[config.mk]
export PLATFORM = sky130hd
export DESIGN_NAME = mem_arbiter
export DESIGN_NICKNAME = d
export VERILOG_FILES = /design/src/rtl/mem_arbiter_pkg.sv /design/src/rtl/mem_arbiter_rr_arb2.sv /design/src/rtl/mem_arbiter.sv
export SDC_FILE = /design/constraint.sdc
export NUM_CORES = 1
export LEC_CHECK = 0
export ABC_CLOCK_PERIOD_IN_PS = 1700
export CORE_UTILIZATION = 38
export CTS_BUF_LIST = sky130_fd_sc_hd__clkbuf_8 sky130_fd_sc_hd__clkbuf_16
export CTS_CLUSTER_DIAMETER = 200
export DETAILED_ROUTE_END_ITERATION = 10
export PLACE_DENSITY = 0.84
export SYNTH_ARGS = -nofsm -noshare
export SYNTH_HDL_FRONTEND = slang
export SYNTH_SLANG_ARGS = --single-unit
[constraint.sdc]
create_clock -name Clk -period 1.7 [get_ports Clk]
set_input_delay 0.255 -clock Clk [delete_from_list [all_inputs] [get_ports Clk]]
set_output_delay 0.255 -clock Clk [all_outputs]
set_load 0.03 [all_outputs]
[src/rtl/mem_arbiter_pkg.sv]
// Shared encodings for the instruction/data cache to memory arbiter:
// FSM states, Grant codes, request types, owner ids and bus widths.
package mem_arbiter_pkg;

    localparam int WORD_W             = 32;
    localparam int ADDR_W             = 32;
    localparam int DEFAULT_BLOCK_SIZE = 1;

    typedef enum logic [1:0] {
        ST_IDLE    = 2'd0,
        ST_ISSUE   = 2'd1,
        ST_WAIT    = 2'd2,
        ST_RELEASE = 2'd3
    } arb_state_t;

    typedef enum logic [1:0] {
        GRANT_NONE = 2'b00,
        GRANT_I    = 2'b01,
        GRANT_D    = 2'b10
    } grant_t;

    // Bit 0 = read strobe, bit 1 = write-through strobe; both = sw-miss.
    typedef enum logic [1:0] {
        REQ_NONE   = 2'b00,
        REQ_READ   = 2'b01,
        REQ_WRITE  = 2'b10,
        REQ_SWMISS = 2'b11
    } req_type_t;

    localparam logic OWNER_I = 1'b0;
    localparam logic OWNER_D = 1'b1;

    function automatic logic type_reads(input req_type_t t);
        return t[0];
    endfunction

    function automatic logic type_writes(input req_type_t t);
        return t[1];
    endfunction

endpackage

[src/rtl/mem_arbiter_rr_arb2.sv]
// Two-way round-robin selector: bit 0 = I-cache, bit 1 = D-cache.
// On contention the requester that was not served last wins.
module rr_arb2
    import mem_arbiter_pkg::*;
(
    input  logic [1:0] req,
    input  logic       last_served,
    output logic [1:0] gnt
);

    always_comb begin
        gnt = req;
        if (req == 2'b11) begin
            gnt = (last_served == OWNER_I) ? 2'b10 : 2'b01;
        end
    end

endmodule

[src/rtl/mem_arbiter.sv]
// Arbitrates the I-cache and D-cache miss/write-through traffic onto one
// data-memory port, one transaction at a time, with round-robin fairness.
module mem_arbiter
    import mem_arbiter_pkg::*;
#(
    parameter int BLOCK_SIZE = DEFAULT_BLOCK_SIZE
)
(
    input  logic                         Clk,
    input  logic                         Rst,
    input  logic [ADDR_W-1:0]            I_Address,
    input  logic                         I_ReadMiss,
    output logic [WORD_W*BLOCK_SIZE-1:0] I_Read_data,
    output logic                         I_ReadReady,
    input  logic [ADDR_W-1:0]            D_Address,
    input  logic                         D_ReadMiss,
    input  logic                         D_MemWriteThrough,
    input  logic [WORD_W-1:0]            D_Write_data,
    output logic [WORD_W*BLOCK_SIZE-1:0] D_Read_data,
    output logic                         D_ReadReady,
    output logic                         D_WriteReady,
    output logic [ADDR_W-1:0]            Mem_Address,
    output logic [WORD_W-1:0]            Mem_Write_data,
    output logic                         Mem_ReadMiss,
    output logic                         Mem_MemWriteThrough,
    input  logic [WORD_W*BLOCK_SIZE-1:0] Mem_Read_data,
    input  logic                         Mem_ReadReady,
    input  logic                         Mem_WriteReady,
    output logic [1:0]                   Grant
);

    localparam int BLK_W = WORD_W * BLOCK_SIZE;

    arb_state_t         state, state_next;
    logic               owner, last_served;
    req_type_t          type_q;
    logic [ADDR_W-1:0]  addr_q;
    logic [WORD_W-1:0]  wdata_q;
    logic [BLK_W-1:0]   i_block_q, d_block_q;
    logic [1:0]         req, gnt;
    logic               done, fwd_i, fwd_dr, fwd_dw;

    assign req = {D_ReadMiss | D_MemWriteThrough, I_ReadMiss};

    rr_arb2 u_rr_arb2 (
        .req         (req),
        .last_served (last_served),
        .gnt         (gnt)
    );

    // Only the ready matching the latched request type can end the wait.
    assign done = (state == ST_WAIT) &&
                  (type_reads(type_q) ? Mem_ReadReady : Mem_WriteReady);

    always_ff @(posedge Clk) begin
        if (Rst) begin
            state <= ST_IDLE;
        end else begin
            state <= state_next;
        end
    end

    always_comb begin
        state_next = state;
        case (state)
            ST_IDLE:    if (|gnt) state_next = ST_ISSUE;
            ST_ISSUE:   state_next = ST_WAIT;
            ST_WAIT:    if (done) state_next = ST_RELEASE;
            ST_RELEASE: state_next = ST_IDLE;
            default:    state_next = ST_IDLE;
        endcase
    end

    // Transaction registers: requests are sampled only in IDLE, so later
    // changes on the cache side cannot disturb an in-flight transaction.
    always_ff @(posedge Clk) begin
        if (Rst) begin
            owner       <= OWNER_I;
            last_served <= OWNER_I;
            type_q      <= REQ_NONE;
            addr_q      <= '0;
            wdata_q     <= '0;
            i_block_q   <= '0;
            d_block_q   <= '0;
        end else begin
            if (state == ST_IDLE && gnt[1]) begin
                owner   <= OWNER_D;
                addr_q  <= D_Address;
                wdata_q <= D_Write_data;
                type_q  <= req_type_t'({D_MemWriteThrough, D_ReadMiss});
            end else if (state == ST_IDLE && gnt[0]) begin
                owner   <= OWNER_I;
                addr_q  <= I_Address;
                wdata_q <= '0;
                type_q  <= REQ_READ;
            end
            if (done) begin
                last_served <= owner;
            end
            if (fwd_i) begin
                i_block_q <= Mem_Read_data;
            end
            if (fwd_dr) begin
                d_block_q <= Mem_Read_data;
            end
        end
    end

    always_comb begin
        fwd_i  = done && (owner == OWNER_I);
        fwd_dr = done && (owner == OWNER_D) && type_reads(type_q);
        fwd_dw = done && (owner == OWNER_D) && (type_q == REQ_WRITE);

        I_ReadReady  = fwd_i;
        D_ReadReady  = fwd_dr;
        D_WriteReady = fwd_dw;
        I_Read_data  = fwd_i  ? Mem_Read_data : i_block_q;
        D_Read_data  = fwd_dr ? Mem_Read_data : d_block_q;

        Mem_Address         = addr_q;
        Mem_Write_data      = wdata_q;
        Mem_ReadMiss        = (state == ST_ISSUE) && type_reads(type_q);
        Mem_MemWriteThrough = (state == ST_ISSUE) && type_writes(type_q);

        Grant = GRANT_NONE;
        if (state == ST_ISSUE || state == ST_WAIT) begin
            Grant = (owner == OWNER_D) ? GRANT_D : GRANT_I;
        end
    end

endmodule

Word-level counts from Yosys, hierarchy flattened
Index checks and enable logic that the tools add are counted.
{"block": "op_classes", "n_eq_ne": 7, "bitwise_logic": 2, "reduce_logical": 14, "n_mux": 18}
{"cell": "2-to-1 mux 32 bit", "n": 6}
{"cell": "2-to-1 mux 2 bit", "n": 8}
{"cell": "logical AND 1 bit", "n": 9}
{"cell": "== test 2 bit, second input constant", "n": 4}
{"cell": "one-hot mux 2 bit (4 select lines)", "n": 1}
{"cell": "!= test 2 bit, second input constant", "n": 2}
{"cell": "2-to-1 mux 1 bit", "n": 3}
{"cell": "== test 2 x 1 -> 1 bit, second input constant", "n": 1}
{"cell": "zero test 2 bit", "n": 1}
{"cell": "AND reduction 2 bit", "n": 1}
{"cell": "nonzero test 2 bit", "n": 1}
{"cell": "OR reduction 2 bit", "n": 1}
{"cell": "logical OR 1 bit", "n": 1}
{"cell": "NOT 1 bit", "n": 1}
{"cell": "OR 1 bit", "n": 1}
{"block": "word_totals", "regBits": 134}

Longest topological paths before layout
{"block": "depth", "depth_word": 6, "depth_mapped": 7}

Cells and area by module
Synthesis repeated with hierarchy kept, for this count alone.
{"block": "hier_totals", "hier_cells": 643, "area_unflattened_um2": 6090.8}
{"module": "mem_arbiter", "area_each_um2": 6072.1, "cells_per_inst": 640, "instances": 1}
{"module": "rr_arb2", "area_each_um2": 18.8, "cells_per_inst": 3, "instances": 1}

Worst setup path after synthesis
OpenSTA, ideal clock, no wires.
{"block": "synth_timing", "path_type": "reg2out", "start": "reg state[0]", "end": "out D_WriteReady", "stages_incl_launch_ff": 5, "arrival_time_ns": 1.679, "setup_slack_ns": -0.234, "cell_sequence": "dfxtp_1 > inv_1 > ha_1 > inv_1 > nor4_1"}
{"block": "synth_via", "elab_chain_cells": 4}
{"element": "start, declared", "line": "mem_arbiter.sv:34", "text": "arb_state_t state, state_next;"}
{"element": "start signal, assigned", "line": "mem_arbiter.sv:59", "text": "state <= state_next;"}
{"element": "== test 2 bit", "line": "mem_arbiter.sv:52", "text": "assign done = (state == ST_WAIT) &&"}
{"element": "logical AND 1 bit", "line": "mem_arbiter.sv:52"}
{"element": "logical AND 1 bit (2 in a row)", "line": "mem_arbiter.sv:112", "text": "fwd_dw = done && (owner == OWNER_D) && (type_q == REQ_WRITE);"}
{"element": "end, declared", "line": "mem_arbiter.sv:21", "text": "output logic D_WriteReady,"}
Every way passes these cells.

Worst setup path after layout
{"block": "layout_timing", "start": "reg type_q[0]", "end": "out I_Read_data[9]"}
{"block": "layout_via", "elab_chain_cells": 4}
{"element": "start, declared", "line": "mem_arbiter.sv:36", "text": "req_type_t type_q;"}
{"element": "start signal, assigned", "line": "mem_arbiter.sv:90", "text": "type_q <= req_type_t'({D_MemWriteThrough, D_ReadMiss});"}
{"element": "2-to-1 mux 1 bit", "line": "mem_arbiter.sv:53", "text": "(type_reads(type_q) ? Mem_ReadReady : Mem_WriteReady);"}
{"element": "logical AND 1 bit", "line": "mem_arbiter.sv:52"}
{"element": "logical AND 1 bit", "line": "mem_arbiter.sv:110", "text": "fwd_i = done && (owner == OWNER_I);"}
{"element": "2-to-1 mux 32 bit"}
{"element": "end, declared", "line": "mem_arbiter.sv:13", "text": "output logic [WORD_W*BLOCK_SIZE-1:0] I_Read_data,"}
Every way passes these cells.

==> impl_table.tex <==
\begin{tabular}{lr}
\hline
Metric & Value \\
\hline
\multicolumn{2}{l}{\textbf{Synth}} \\
Number of synthesized flops with an enable pin & 0 \\
Post-Synthesis Cells & $\sim$620 \\
Synthesized netlist net count & 753 \\
Most used DFF post-synth & sky130\_fd\_sc\_hd\_\_dfxtp\_1 \\
Post-synthesis area per instance & about 10 um2 \\
Seq cells post-synth & about 130 \\
Yosys warning total & 0 \\
Post-Synthesis Cell Area & $\sim$6000 um2 \\
Sequential cell area fraction in the yosys report & approximately 45\% \\
Unique cell type count in the Yosys netlist & 34 \\
Share of synthesized flip-flops with an asynchronous set or reset & 0\% \\
\multicolumn{2}{l}{\textbf{Setup path}} \\
Cell-by-cell trace of the critical path & mux2i\_4 -> nor3\_4 -> buf\_12 -> clkbuf\_16 -> mux2\_4 -> buf\_6 \\
Maximum fanout count along the critical path & 7 \\
R2r worst-path depth & 6 \\
Destination of the critical timing path & I\_Read\_data[9] \\
Family with the most delay on the worst path & multiplexers \\
Critical-path cell with the highest stage delay & sky130\_fd\_sc\_hd\_\_dfxtp\_2 \\
Register-to-register setup slack & -90 ps \\
Critical Setup Path Class & register to primary output \\
Number of stages on the worst setup path & 6 \\
RR Startpoint & type\_q[0] \\
CP bufs+invs & 3 \\
Element type at the critical path end & primary output \\
Worst Setup Start Kind & register \\
Setup crit start & type\_q[0] \\
Arrival time reported for the critical path endpoint & 1980 ps \\
Endpoint required time on the critical path & $\sim$1400 ps \\
Endpoint of the worst register-to-register path & i\_block\_q[26] \\
Largest stage delay, worst path & between 300 and 400 ps \\
\multicolumn{2}{l}{\textbf{Power and ir drop}} \\
Worst-case vdd ir drop & between 0.0009 and 0.001 V \\
Power density cells & approximately 1400 nW/um2 \\
Leak Pwr & 4.897 nW \\
Total power consumption of the routed design & about 16 mW \\
\multicolumn{2}{l}{\textbf{Flow run}} \\
Max-Cap Viols & 0 \\
\multicolumn{2}{l}{\textbf{Layout}} \\
Total number of nets in the final design & 1071 \\
Antenna Cells & 0 \\
Non-Filler Instances & approximately 1200 \\
Commonest non-fill, non-tap cells in the layout & sky130\_fd\_sc\_hd\_\_clkdlybuf4s50\_1, sky130\_fd\_sc\_hd\_\_dfxtp\_1, sky130\_fd\_sc\_hd\_\_buf\_6, sky130\_fd\_sc\_hd\_\_nor2\_1, sky130\_fd\_sc\_hd\_\_nand2b\_1 \\
Leading cell type in the layout, fill and taps excluded & sky130\_fd\_sc\_hd\_\_clkdlybuf4s50\_1 \\
Growth of design area from synthesis to finish & 80.41\% \\
Area of all placed cells without fillers & approximately 11000 um2 \\
Fraction of layout instances using a drive strength above 1 & a little under 30\% \\
\multicolumn{2}{l}{\textbf{Placement}} \\
Detailed Place HPWL & between 10 and 15 mm \\
Cell area reported after detailed placement & 9437 um2 \\
Final GP Congestion & a little under 0.8 \\
Port bufs & 269 \\
Number of instances in the placed design & between 1000 and 1500 \\
\multicolumn{2}{l}{\textbf{Clock network}} \\
Number of CTS-inserted buffers & 17 \\
Later-pin clock latency in the skew report & roughly 400 ps \\
Cts hold-fix bufs & 0 \\
Clock sink count & around 130 \\
CTS clock-pin slew for the worst setup and hold paths & around 70 ps \\
Level count of the clock H-tree & 4 \\
Maximum buffer depth of the clock tree & 2 \\
CTS tree & yes \\
Clock Root Buffer & sky130\_fd\_sc\_hd\_\_clkbuf\_16 \\
\multicolumn{2}{l}{\textbf{Routing}} \\
Detailed-routing iteration count for the pre-antenna-repair pass & 4 \\
Final ANT Viol Nets & 0 \\
WL final & around 21 mm \\
DRC Markers & 0 \\
Vias & 5932 \\
Average routed wire per standard cell & 18.28 um \\
Number of vias per cell & roughly 5.1 \\
Count of routing violations after the opening detailed-route iteration & just over 300 \\
\multicolumn{2}{l}{\textbf{Global routing}} \\
Congestion Overflow GR & 0 \\
First-pass GRT wire length & slightly above 30 mm \\
Initial antenna violation count & 0 \\
Number of global-route vias before repair & $\sim$5900 \\
Combined global-route utilization of all metal layers & roughly a quarter \\
Largest net degree at the start of global routing & 67 \\
\multicolumn{2}{l}{\textbf{STA}} \\
Min cycle time layout & roughly 2200 ps \\
Final Max Slew Viols & 0 \\
Max Freq & roughly 450 MHz \\
Max-slew headroom at the worst pin & around 76\% \\
Hold violation total from the final report & 0 \\
Worst clock skew & 11.13 ps \\
Final setup margin & -536.5 ps \\
Period utilisation layout & 131.6\% \\
Count of final setup violators & 85 \\
Setup repair after global routing missed its margin & yes \\
Actual slew at the worst max-slew pin & $\sim$370 ps \\
\multicolumn{2}{l}{\textbf{Floorplan}} \\
Number of core rows & 45 \\
Height of the die & 127.6 um \\
Count of pins on the block boundary & 270 \\
Area enclosed by the die boundary & approximately 16000 um2 \\
Core area & $\sim$15000 um2 \\
Die span in x & approximately 130 um \\
Initial Util & between 30\% and 40\% \\
\multicolumn{2}{l}{\textbf{Outcome}} \\
Failing checks & negative setup slack \\
Status & complete, but fails checks \\
\multicolumn{2}{l}{\textbf{Hold path}} \\
Hold/Removal Path Class & input pin to register \\
\hline
\end{tabular}
## synthesized netlist by cell type (2+ instances only)
cell | instances | area, um2
sky130_fd_sc_hd__mux2i_1 | 34 | 340.3
sky130_fd_sc_hd__and2_1 | 3 | 18.77
sky130_fd_sc_hd__nand3_1 | 32 | 160.2
sky130_fd_sc_hd__a22oi_1 | 2 | 15.01
sky130_fd_sc_hd__buf_1 | 3 | 11.26
sky130_fd_sc_hd__inv_1 | 5 | 18.77
sky130_fd_sc_hd__nand2b_1 | 66 | 412.9
sky130_fd_sc_hd__ha_1 | 3 | 37.54
sky130_fd_sc_hd__a32oi_1 | 32 | 280.3
sky130_fd_sc_hd__mux2_2 | 64 | 720.7
sky130_fd_sc_hd__nor2b_1 | 33 | 206.5
sky130_fd_sc_hd__nor2_1 | 69 | 259.0
sky130_fd_sc_hd__a311oi_1 | 32 | 280.3
sky130_fd_sc_hd__clkbuf_1 | 33 | 123.9
sky130_fd_sc_hd__buf_2 | 15 | 75.07
sky130_fd_sc_hd__buf_6 | 3 | 33.78
sky130_fd_sc_hd__o21ai_0 | 33 | 165.2
sky130_fd_sc_hd__buf_4 | 4 | 30.03
sky130_fd_sc_hd__dfxtp_1 | 134 | 2683
## cell families (layout without fill, tap and decap cells)
family	count (synthesis)	after routing	share of synthesized area [%]
mux	98	98	17.71
fa+ha+maj	3	3	0.6265
flops	134	134	44.77
simple gates	210	210	18.50
buf+inv	63	394	4.886
compound gates	107	107	13.51
## registers in the layout (all words and copies together), names as in the netlist
register        cells
state               2
type_q              2
owner               1
last_served         1
Mem_Address        32
i_block_q          32
Mem_Write_data     32
d_block_q          32
## cell type report
cell class              count  area (um2)
repair buffers            357        3956
clock inverters            12       141.4
multi-input cells         418        3274
clock buffers              20       466.7
well taps                 211       264.0
flip-flops and latches    134        2686
fillers                  1103        4504
inverters                   5       21.27
## report_power, final
part	switching (mW)	internal [mW]	total [mW]
sequential	0.340	3.79	4.13
combinational	4.14	3.57	7.71
clock	1.47	2.30	3.77
total	5.95	9.66	15.6
## per-layer routing
metal  track usage (%)  vias to the layer above  part of all wire [%]
met1             27.96                     2844                    40
met2             41.79                      228                    51
met5                 0                        -                     0
met3             7.538                       26                   7.2
li1                  -                     2834                     -
met4             7.336                        0                   1.6
## metrics by stage
step	setup TNS, ps	hold slack, ps	worst slack, ps	utilization [%]
after floorplan	-918.8	410.3	-52.51	-
after global placement	-38220	460.6	-830.2	61.62
after detailed placement	-42770	461.9	-877.5	61.62
after CTS	-35220	295.8	-559.8	67.86
after global routing	-39390	308.5	-601.6	70.59
final	-32470	310.7	-536.5	70.59
## how the worst min path moves through the flow
stage	slack, ps	to	start	depth (start not counted)
final	310	d_block_q[19]	Rst	3
after global routing	310	Mem_Write_data[8]	Rst	3
after CTS	300	state[0]	Rst	3
after floorplan	410	i_block_q[10]	Mem_Read_data[10]	2
after detailed placement	460	i_block_q[23]	i_block_q[23]	2
after global placement	460	i_block_q[21]	i_block_q[21]	2
## worst register-to-register path: stages, from the launching register on
cell,delay [ps]
sky130_fd_sc_hd__dfxtp_2,340
sky130_fd_sc_hd__mux2i_4,200
sky130_fd_sc_hd__nor3_4,210
sky130_fd_sc_hd__buf_12,190
sky130_fd_sc_hd__buf_4,290
sky130_fd_sc_hd__buf_4,230
sky130_fd_sc_hd__mux2i_1,240
## timing repair
action / CTS / global route
gates cloned: 4 / 6
resized for setup: 303 / 83
pin swaps: 3 / 7
buffers inserted: 5 / 6
endpoints found under the setup margin: 120 / 177
endpoints found under the hold margin: 0 / 0
Note: power is estimated with default switching activity, not from simulation.
